File: config.mk
export PLATFORM = sky130hd
export DESIGN_NAME = imem_boot_loader
export DESIGN_NICKNAME = d
export VERILOG_FILES = /design/src/rtl/imem_boot_loader.sv
export SDC_FILE = /design/constraint.sdc
export NUM_CORES = 1
export LEC_CHECK = 0
export ABC_CLOCK_PERIOD_IN_PS = 2300
export BUFFER_PORTS_ARGS = -buffer_cell sky130_fd_sc_hd__clkbuf_2
export CAP_MARGIN = 5
export CORE_MARGIN = 2
export CORE_UTILIZATION = 45
export CTS_CLUSTER_SIZE = 12
export DETAILED_ROUTE_END_ITERATION = 7
export GPL_TIMING_DRIVEN = 0
export HOLD_SLACK_MARGIN = 0.1
export PLACE_DENSITY = 0.67
export SETUP_SLACK_MARGIN = 0.3
export SLEW_MARGIN = 20
export SYNTH_ARGS = -nofsm -noshare
export SYNTH_HDL_FRONTEND = slang
export SYNTH_SLANG_ARGS = --single-unit
File: constraint.sdc
create_clock -name clk -period 2.3 [get_ports clk]
set_clock_uncertainty 0.1 [all_clocks]
set_input_delay 0.23 -clock clk [delete_from_list [all_inputs] [get_ports clk]]
set_output_delay 0.23 -clock clk [all_outputs]
set_load 0.01 [all_outputs]
File: src/rtl/imem_boot_loader.sv
// Boot loader: receives a length-prefixed, XOR-checksummed byte stream, writes it
// word-by-word into instruction memory and releases the core once the image verifies.
module imem_boot_loader #(
    parameter int unsigned MAX_WORDS = 256,
    parameter logic [31:0] BASE_ADDR = 32'h0000_0000
) (
    input  logic        clk,
    input  logic        reset,
    input  logic        rx_valid,
    input  logic [7:0]  rx_data,
    output logic        rx_ready,
    output logic        imem_we,
    output logic [31:0] imem_addr,
    output logic [31:0] imem_wdata,
    output logic        cpu_reset,
    output logic        done,
    output logic        error
);

    localparam int unsigned IW = $clog2(MAX_WORDS + 1);

    typedef enum logic [2:0] {
        S_LEN_HI,
        S_LEN_LO,
        S_DATA,
        S_CHECK,
        S_RUN,
        S_ERROR
    } state_t;

    state_t         state;
    logic [15:0]    len;
    logic [IW-1:0]  idx;
    logic [1:0]     bcnt;
    logic [23:0]    shift_buf;
    logic [7:0]     csum;
    logic [15:0]    len_n;
    logic           accept;

    assign rx_ready = !reset && (state != S_RUN) && (state != S_ERROR);
    assign accept   = rx_valid && rx_ready;
    assign len_n    = {len[15:8], rx_data};

    always_ff @(posedge clk) begin
        if (reset) begin
            state      <= S_LEN_HI;
            len        <= '0;
            idx        <= '0;
            bcnt       <= '0;
            shift_buf  <= '0;
            csum       <= '0;
            imem_we    <= 1'b0;
            imem_addr  <= BASE_ADDR;
            imem_wdata <= '0;
            cpu_reset  <= 1'b1;
            done       <= 1'b0;
            error      <= 1'b0;
        end else begin
            imem_we <= 1'b0;
            if (accept) begin
                if (state != S_CHECK) begin
                    csum <= csum ^ rx_data;
                end
                case (state)
                    S_LEN_HI: begin
                        len   <= {rx_data, 8'h00};
                        state <= S_LEN_LO;
                    end
                    S_LEN_LO: begin
                        len <= len_n;
                        if (32'(len_n) > MAX_WORDS) begin
                            state <= S_ERROR;
                            error <= 1'b1;
                        end else if (len_n == 16'd0) begin
                            state <= S_CHECK;
                        end else begin
                            state <= S_DATA;
                        end
                    end
                    S_DATA: begin
                        shift_buf <= {shift_buf[15:0], rx_data};
                        bcnt      <= bcnt + 2'd1;
                        // Fourth byte completes a word: write it out next cycle.
                        if (bcnt == 2'd3) begin
                            imem_wdata <= {shift_buf[23:0], rx_data};
                            imem_addr  <= BASE_ADDR + (32'(idx) << 2);
                            imem_we    <= 1'b1;
                            idx        <= idx + IW'(1);
                            if (32'(idx) + 32'd1 == 32'(len)) begin
                                state <= S_CHECK;
                            end
                        end
                    end
                    S_CHECK: begin
                        if (rx_data == csum) begin
                            state     <= S_RUN;
                            cpu_reset <= 1'b0;
                            done      <= 1'b1;
                        end else begin
                            state <= S_ERROR;
                            error <= 1'b1;
                        end
                    end
                    default: ;
                endcase
            end
        end
    end

endmodule

# After elaboration in Yosys (flattened, before gate mapping)
# Index checks and enable logic that the tools add are counted.
[totals]
register_bits = 107
inputBits = 11
elab_cells = 63
[op_classes]
n_addsub = 3
magnitude_cmp = 1
eq_ne = 13
n_mux = 11
n_bitwise = 4
reduce_logical = 18
[op_table]
columns = ["op", "count"]
rows = [
  ["case mux 16 bit (2 select lines)", 1],
  ["equality test 10 x 16 -> 1 bit", 1],
  ["greater-than comparator 16 x 9 -> 1 bit (second input constant)", 1],
  ["zero test 16 bit", 1],
  ["case mux 3 bit (4 select lines)", 1],
  ["adder 9 x 1 -> 10 bit (second input constant)", 1],
  ["adder 9 x 1 -> 9 bit (second input constant)", 1],
  ["two-way mux 3 bit", 3],
  ["AND reduction 3 bit", 3],
  ["equality test 8 bit", 1],
  ["inequality test 2 bit (second input constant)", 4],
  ["AND reduction 4 bit", 2],
  ["XOR 8 bit", 1],
  ["equality test 3 x 2 -> 1 bit (second input constant)", 2],
  ["inequality test 3 bit (second input constant)", 2],
  ["AND reduction 2 bit", 3],
  ["two-way mux 1 bit", 5],
  ["nonzero test 2 bit", 2],
  ["nonzero test 4 bit", 1],
  ["equality test 3 x 1 -> 1 bit (second input constant)", 1],
  ["logical AND 1 bit", 3],
  ["zero test 3 bit", 1],
  ["inequality test 3 x 2 -> 1 bit (second input constant)", 1],
  ["inverter 1 bit", 3],
  ["other kinds (5)", 5],
]

# Logic depth before layout (Yosys ltp)
# Gate-level depths: netlist of the first run.
[depth]
ltp_word = 6
depth_mapped = 9

# Worst setup path after synthesis of the first run
# Ideal clock, no wire load.
[synth_timing]
path_kind = "register to register"
from = "reg idx[6]"
to = "reg state[0]"
setup_ns = 0.069
t_arrival_ns = 1.641
t_required_ns = 2.131
slack_ns = 0.490
stages_incl_launch_ff = 8
path_buffers = 1
synth_period_minus_slack_ns = 1.810
cell_sequence = "dfxtp_1 clkbuf_1 and4_1 nand4_1 xnor2_1 a2111oi_0 a41oi_1 o21ai_1"
[synth_via]
elab_chain_cells = 4
[synth_rtl]
columns = ["item", "line", "source"]
rows = [
  ["start: declaration", "33", "logic [IW-1:0] idx;"],
  ["start signal: assignment", "88", "idx <= idx + IW'(1);"],
  ["adder 9 x 1 -> 10 bit", "89", "if (32'(idx) + 32'd1 == 32'(len)) begin"],
  ["equality test 10 x 16 -> 1 bit", "89", ""],
  ["inequality test 2 bit (no source line)", "n/a", ""],
  ["AND reduction 4 bit (no source line)", "n/a", ""],
  ["end signal: assignment", "90", "state <= S_CHECK;"],
  ["end signal: assignment", "96", "state <= S_RUN;"],
  ["end signal: assignment", "100", "state <= S_ERROR;"],
  ["end: declaration", "31", "state_t state;"],
]
# No other way between the ends.
# A chain may end at the register's enable or synchronous reset.

# Final worst setup path of the first run
[layout_timing]
from = "reg idx[0]"
to = "reg state[0]"
# The elaborated chain is that of the path after synthesis.

==> results of run 1 <==
[flip-flops by register name (all words and copies together), names as in the netlist]
register	count
len	16
idx	9
csum	8
state	3
imem_we	1
done	1
cpu_reset	1
error	1
imem_wdata	32
bcnt	2
shift_buf	24
imem_addr	9
[area by class of cell]
cell class | instances | area, µm² | area share
inverters | 3 | 11.3 | 0.00218
well taps | 133 | 166 | 0.0321
flip-flops and latches | 107 | 2150 | 0.415
plain buffers | 66 | 379 | 0.0732
repair buffers | 47 | 235 | 0.0454
clock inverters | 5 | 37.5 | 0.00725
clock buffers | 11 | 141 | 0.0273
multi-input cells | 409 | 2060 | 0.398
[worst min path at each step]
stage               slack [ns]           from  cells after the start              to
finish                    0.13       rx_valid                      3        state[2]
detailed placement        0.34      cpu_reset                      1       cpu_reset
global placement          0.34  shift_buf[23]                      2  imem_wdata[31]
floorplan                 0.29       rx_valid                      2        state[2]
CTS                       0.12       rx_valid                      3        state[2]
global route              0.16       rx_valid                      3            done
[synthesized netlist by cell type (all sizes together)]
master,number,area share
o21ai,14,0.016
ha,2,0.0056
a21oi,84,0.094
xor2,15,0.029
a41oi,1,0.0020
a21o,2,0.0033
o21bai,1,0.0017
o211a,1,0.0022
and4,1,0.0020
a2111o,1,0.0025
nor3,4,0.0070
or2,2,0.0028
clkbuf,28,0.023
nand3b,1,0.0017
nor3b,1,0.0017
or3b,1,0.0025
dfxtp,107,0.48
o32ai,1,0.0020
or3,7,0.0098
nand2b,3,0.0042
a211o,1,0.0020
buf,38,0.059
mux2i,1,0.0022
a22oi,8,0.013
nor2b,2,0.0028
nand3,6,0.0067
nor4,5,0.0070
a31oi,1,0.0014
conb,1,0.00084
and3,1,0.0014
nand2,165,0.14
xnor2,17,0.033
nand4,4,0.0056
a2111oi,1,0.0020
inv,3,0.0025
nor2,32,0.031
[cells by family after synthesis]
| kind of cell | count (synthesis) |
|---|---|
| other cells | 1 |
| mux | 1 |
| xor+xnor | 32 |
| flops | 107 |
| compound gates | 116 |
| buf+inv | 69 |
| fa+ha+maj | 2 |
| simple gates | 235 |
[per-layer routing]
| layer | track usage | part of all wire | vias to the layer above |
|---|---|---|---|
| li1 | - | - | 1957 |
| met1 | 0.282 | 0.47 | 1856 |
| met2 | 0.320 | 0.44 | 147 |
| met3 | 0.0451 | 0.074 | 11 |
| met4 | 0.0521 | 0.0078 | 0 |
| met5 | 0 | 0 | - |
[placed cells by master, fill, tap and decap left out, types with 2 or more instances in the layout]
cell type	Yosys	layout
nand2_1	164	164
dfxtp_1	107	104
a21oi_1	84	84
clkbuf_2	0	54
nor2_1	30	29
buf_4	28	28
clkbuf_1	28	23
conb_1	1	23
xnor2_1	17	17
xor2_1	15	15
o21ai_0	13	13
clkbuf_8	0	10
a22oi_1	8	8
or3_1	7	7
nand3_1	6	6
buf_2	6	5
nor4_1	5	5
nand4_1	4	4
nand2b_1	3	3
dfxtp_2	0	3
inv_1	2	2
nor2b_1	2	2
nor3_1	3	2
a21o_1	2	2
nor2_2	1	2
or2_2	2	2
buf_1	3	2
clkinvlp_4	0	2
[through the flow]
step	setup slack (ns)	total power (W)	instances	hold slack (ns)	area (µm²)
after floorplan	0.490	0.00217	585	0.293	4570
after global placement	0.128	0.00223	765	0.339	4970
after detailed placement	0.0732	0.00224	765	0.342	4970
after CTS	0.268	0.00328	781	0.119	5160
after global routing	0.154	0.00340	781	0.157	5180
final	0.263	0.00327	781	0.129	5180
[power groups by stage]
stage	logic, W	registers (W)	clock network [W]
after CTS	0.000282	0.00191	0.00108
after detailed placement	0.000281	0.00196	0
final	0.000287	0.00192	0.00107
after global placement	0.000275	0.00196	0
after global routing	0.000316	0.00192	0.00116
after floorplan	0.000219	0.00195	0
[critical path: stages (launching register included)]
cell	delay, ns
dfxtp_2	0.46
ha_2	0.29
nand3_1	0.14
nor2_2	0.20
xnor2_1	0.10
a2111oi_0	0.33
a41oi_1	0.21
o21ai_1	0.14
==> metrics, run 1 <==
Core ar. approximately 0.0097 mm²; PwrDens 632 mW/mm²; internal power roughly 0.0024 W; antenna cells 0; clock tree root buffer cell clkbuf_8; Final min period 2.04 ns; Post-DP HPWL between 7 and 8 mm; row count 36; DRT iter0 DRCs 242; Ports 80; largest net degree at the start of global routing 18; xor/xnor share of the synthesized area 0.0624; GRT Total Usage 0.203; Max Root-Sink Buffers 2; Reg clk slew, reported paths roughly 0.10 ns; Fin. Hold Viols 0; status completed; gate count of the mapped netlist 563; CP Max Fanout 6; worst reg2reg startpoint idx[0]; area share of fa/ha/maj cells after synthesis 0.00558; Crit. Startpoint idx[0]; die height 104 µm; layout overhead on the synthesized area 15.3%; pins over their slew limit 0; die area about 0.011 mm²; TNS Setup 0 ns; critical path type register to register; Pre-Repair DR Iteration Count 5; share of layout cells above drive strength 1 0.182; Crit path arrival time about 2.2 ns; Mapped Area 0.00449 mm²; WL final 10.9 mm; Initial Util 0.461; Placer Congestion roughly 0.85; Final setup viols 0; worst reg-to-reg path cell count 7; Antenna Nets Post-Route 0; Core Util, Final 0.532; vias in the first global route approximately 3600; Max Clk Rate a little under 500 MHz; Seq/Total Area, Yosys 0.477; Clock Latency Late Sink 0.36 ns; initial antenna violation count 0; critical path endpoint state[0]; drc violations 0; Worst setup SP type register; postcts setup bufs 0; Worst R2R End state[0]; cts bufs inserted 9; filler cell count 989; Clock Sinks between 100 and 150; CTS Hold Bufs 0; Switching Fraction 0.261; Max-cap violations 0; Tcrit/Tclk final 0.886; Die X 104 µm; clock share of power 0.327; RSZ-0062 raised after global routing true; element type at the critical path end register; FF-to-FF setup slack 0.26 ns; grt total ovfl 0; switching power approximately 0.00085 W; first-pass GRT wire length 17.8 mm; number of port buffers 47; synth warn 0; mux cell area share after synthesis 0.00223; VDD IR max 0.474 mV; syn_area_per_cell ~8.0 µm²; WL per Instance between 10 and 15 µm; # H-tree levels 3; via count 3971; layout net count 656; post-CTS sizing 7; CTS tree built; Simple-Gate Fraction of Synth Area 0.226; compound-gate portion of the synthesized area 0.142; Gate power share 0.088; via/cell ratio around 5.1; Lkg Pwr roughly 2.0 nW; Reg power frac 0.585; Synth Register Bits 107; main combinational cell family by area after synthesis simple AND/OR/NAND/NOR gates; max-slew headroom at the worst pin 0.581; Worst Max-Slew Pin Slew 0.628 ns; Hold Crit Class input pin to register; Yosys cell types 45; Critical Path RT 2.51 ns
Power figures use the tool's default switching activity.
==> run 2, diff against run 1 <==
--- a/config.mk
+++ b/config.mk
@@ -12,7 +12,6 @@
 export CORE_UTILIZATION = 45
 export CTS_CLUSTER_SIZE = 12
 export DETAILED_ROUTE_END_ITERATION = 7
-export GPL_TIMING_DRIVEN = 0
 export HOLD_SLACK_MARGIN = 0.1
 export PLACE_DENSITY = 0.67
 export SETUP_SLACK_MARGIN = 0.3
==> run 2 against run 1 <==
Against the previous run: critical path depth is 1 higher; sequential share of layout area is 1.5 points higher; via count is 6.2% lower; design area is 3.1% lower; final cell count is 5.5% lower; routed wire length is 10% lower; fmax is 4.3% higher; critical path type is now input pin to register; highest routed layer unchanged.
==> metrics, run 2 (synthesized netlist as in run 1, its figures left out) <==
status completed; WL final 9.77 mm (-10%); antenna cells 0 (unchanged); CP cell instances dlygate4sd3_1 -> buf_2 -> nor4_2 -> nand2_1 -> a2111o_1 -> o21bai_1 -> a21o_1 -> o21ai_1; # H-tree levels 3 (unchanged); Worst R2R End idx[3]; clock tree root buffer cell clkbuf_8; pins over their slew limit 0 (unchanged); Ports 80 (unchanged); Pre-Repair DR Iteration Count 4 (-1); Initial Util 0.461 (unchanged); Max Root-Sink Buffers 2 (unchanged); overall power 0.00334 W (+2.0%); Tcrit/Tclk final 0.849 (-0.0367); hold path startpoint rx_data[1]; postcts setup bufs 0 (unchanged); via count 3723 (-6.2%); Crit path arrival time 2.12 ns (-0.12 ns); Hold EP imem_wdata[1]; worst reg2reg startpoint state[1]; CTS tree built; Clock Latency Late Sink 0.37 ns (about the same); Post-DP HPWL 6.52 mm (-16%); Top reg by flops imem_wdata; grt total ovfl 0 (unchanged); initial antenna violation count 0 (unchanged); commonest non-fill, non-tap cell in the layout nand2_1; first-pass GRT wire length 16.1 mm (-9.5%); largest net degree at the start of global routing 108 (+90); Lkg Pwr 1.89 nW (-5.8%); element type at the critical path end register; Largest register FFs 32 (unchanged); RSZ-0062 raised after global routing true; row count 36 (unchanged); FF-to-FF setup slack 0.41 ns (+0.15 ns); slowest stage delay, CP 0.53 ns (+0.07 ns); Max-cap violations 0 (unchanged); Max Clk Rate 512 MHz (+4.3%); layout overhead on the synthesized area 11.7%; vias in the first global route 3304 (-8.6%); Placer Congestion 0.873 (+3.0%); Worst Max-Slew Pin Slew 1.03 ns (+0.407 ns); via/cell ratio 5.04 (-0.78%); layout net count 613 (-6.6%); GRT Total Usage 0.182 (-0.0209); share of layout cells above drive strength 1 0.164 (-0.0185); Reg clk slew, reported paths 0.10 ns (about the same); critical path type input pin to register; PwrDens 666 mW/mm² (+5.3%); Critical Path RT 2.47 ns (-0.04 ns); most frequent cells in the layout 164 x nand2_1, 101 x dfxtp_1, 84 x a21oi_1; number of port buffers 56 (+19%); WL per Instance 13.2 µm (-5.2%); Worst setup SP type input pin; worst reg-to-reg path cell count 6 (-1); Hold Crit Class input pin to register; Critical Path Slowest Stage Cell dlygate4sd3_1; drc violations 0 (unchanged); Antenna Nets Post-Route 0 (unchanged); Clock Sinks 107 (unchanged); worst setup margin 0.347 ns (+0.0844 ns); CP Max Fanout 5 (-1); VDD IR max 0.435 mV (-8.2%); Placement Setup Slack 0.252 ns (+0.179 ns); TNS Setup 0 ns (unchanged); die area 0.0108 mm² (unchanged); max-slew headroom at the worst pin 0.310 (-0.271); DRT iter0 DRCs 219 (-9.5%); Core ar. 0.00973 mm² (unchanged); die height 104 µm (unchanged); Final min period 1.95 ns (-0.0844 ns); biggest regs imem_wdata x32, shift_buf x24, len x16; Die X 104 µm (unchanged); Fin. Hold Viols 0 (unchanged); cts bufs inserted 9 (unchanged); Final setup viols 0 (unchanged); Hold Path Depth 3 (unchanged)
-- run 2: cell types whose count changed in the layout (fill, tap and decap cells not counted), moves of 2 or more --
cell / delta
buf_1: -2
buf_2: -4
buf_4: -19
clkbuf_1: -22
dfxtp_1: -3
dfxtp_2: +2
dlygate4sd3_1: +4
nor4_1: -2
nor4_2: +2
-- run 2: cell type report --
class	instances	area, µm²
fillers	921	4710
flip-flops and latches	107	2150
multi-input cells	409	2070
repair buffers	70	414
well taps	133	166
clock buffers	10	128
clock inverters	6	72.6
inverters	3	13.8
-- run 2: worst max-delay path, delay by kind of cell --
kind / cells / cell delay (ns)
buffers and inverters: 2 / 0.69
AO/OA/AOI/OAI: 4 / 0.81
AND/OR/NAND/NOR: 2 / 0.39
-- run 2: stage by stage --
stage | hold slack, ns | std cells | area [µm²] | util
after CTS | 0.102 | 738 | 4970 | 0.511
after floorplan | 0.293 | 585 | 4570 | -
final | 0.113 | 738 | 5010 | 0.515
after global routing | 0.119 | 738 | 5010 | 0.515
after detailed placement | 0.346 | 718 | 4730 | 0.486
after global placement | 0.337 | 718 | 4730 | 0.486
-- run 2: worst max path at each step --
stage	startpoint	to	depth (start not counted)
2_1_floorplan	idx[6]	state[0]	7
3_3_place_gp	idx[3]	state[0]	6
3_5_place_dp	idx[0]	state[0]	7
4_1_cts	idx[3]	state[0]	6
5_1_grt	idx[4]	state[0]	6
6_report	rx_data[0]	state[0]	8
-- run 2: timing repair --
| item | in CTS | in global routing |
|---|---|---|
| hold buffers | 4 | 0 |
| gates resized for setup | 3 | 15 |
| hold endpoints to repair | 5 | 0 |
| pin swaps | 0 | 1 |
| gates cloned | 0 | 0 |
| endpoints found under the setup margin | 4 | 36 |
-- run 2: metal layers --
metal | routed length, µm | global-route usage
met5 | 0 | 0
met4 | 108 | 0.0502
met3 | 629 | 0.0645
met2 | 4310 | 0.266
met1 | 4730 | 0.255
-- run 2: report_power, final --
part | switching, W | internal (W) | total [W]
combinational | 0.000165 | 0.0000902 | 0.000256
sequential | 0.0000287 | 0.00188 | 0.00191
clock | 0.000653 | 0.000516 | 0.00117
total | 0.000847 | 0.00249 | 0.00334
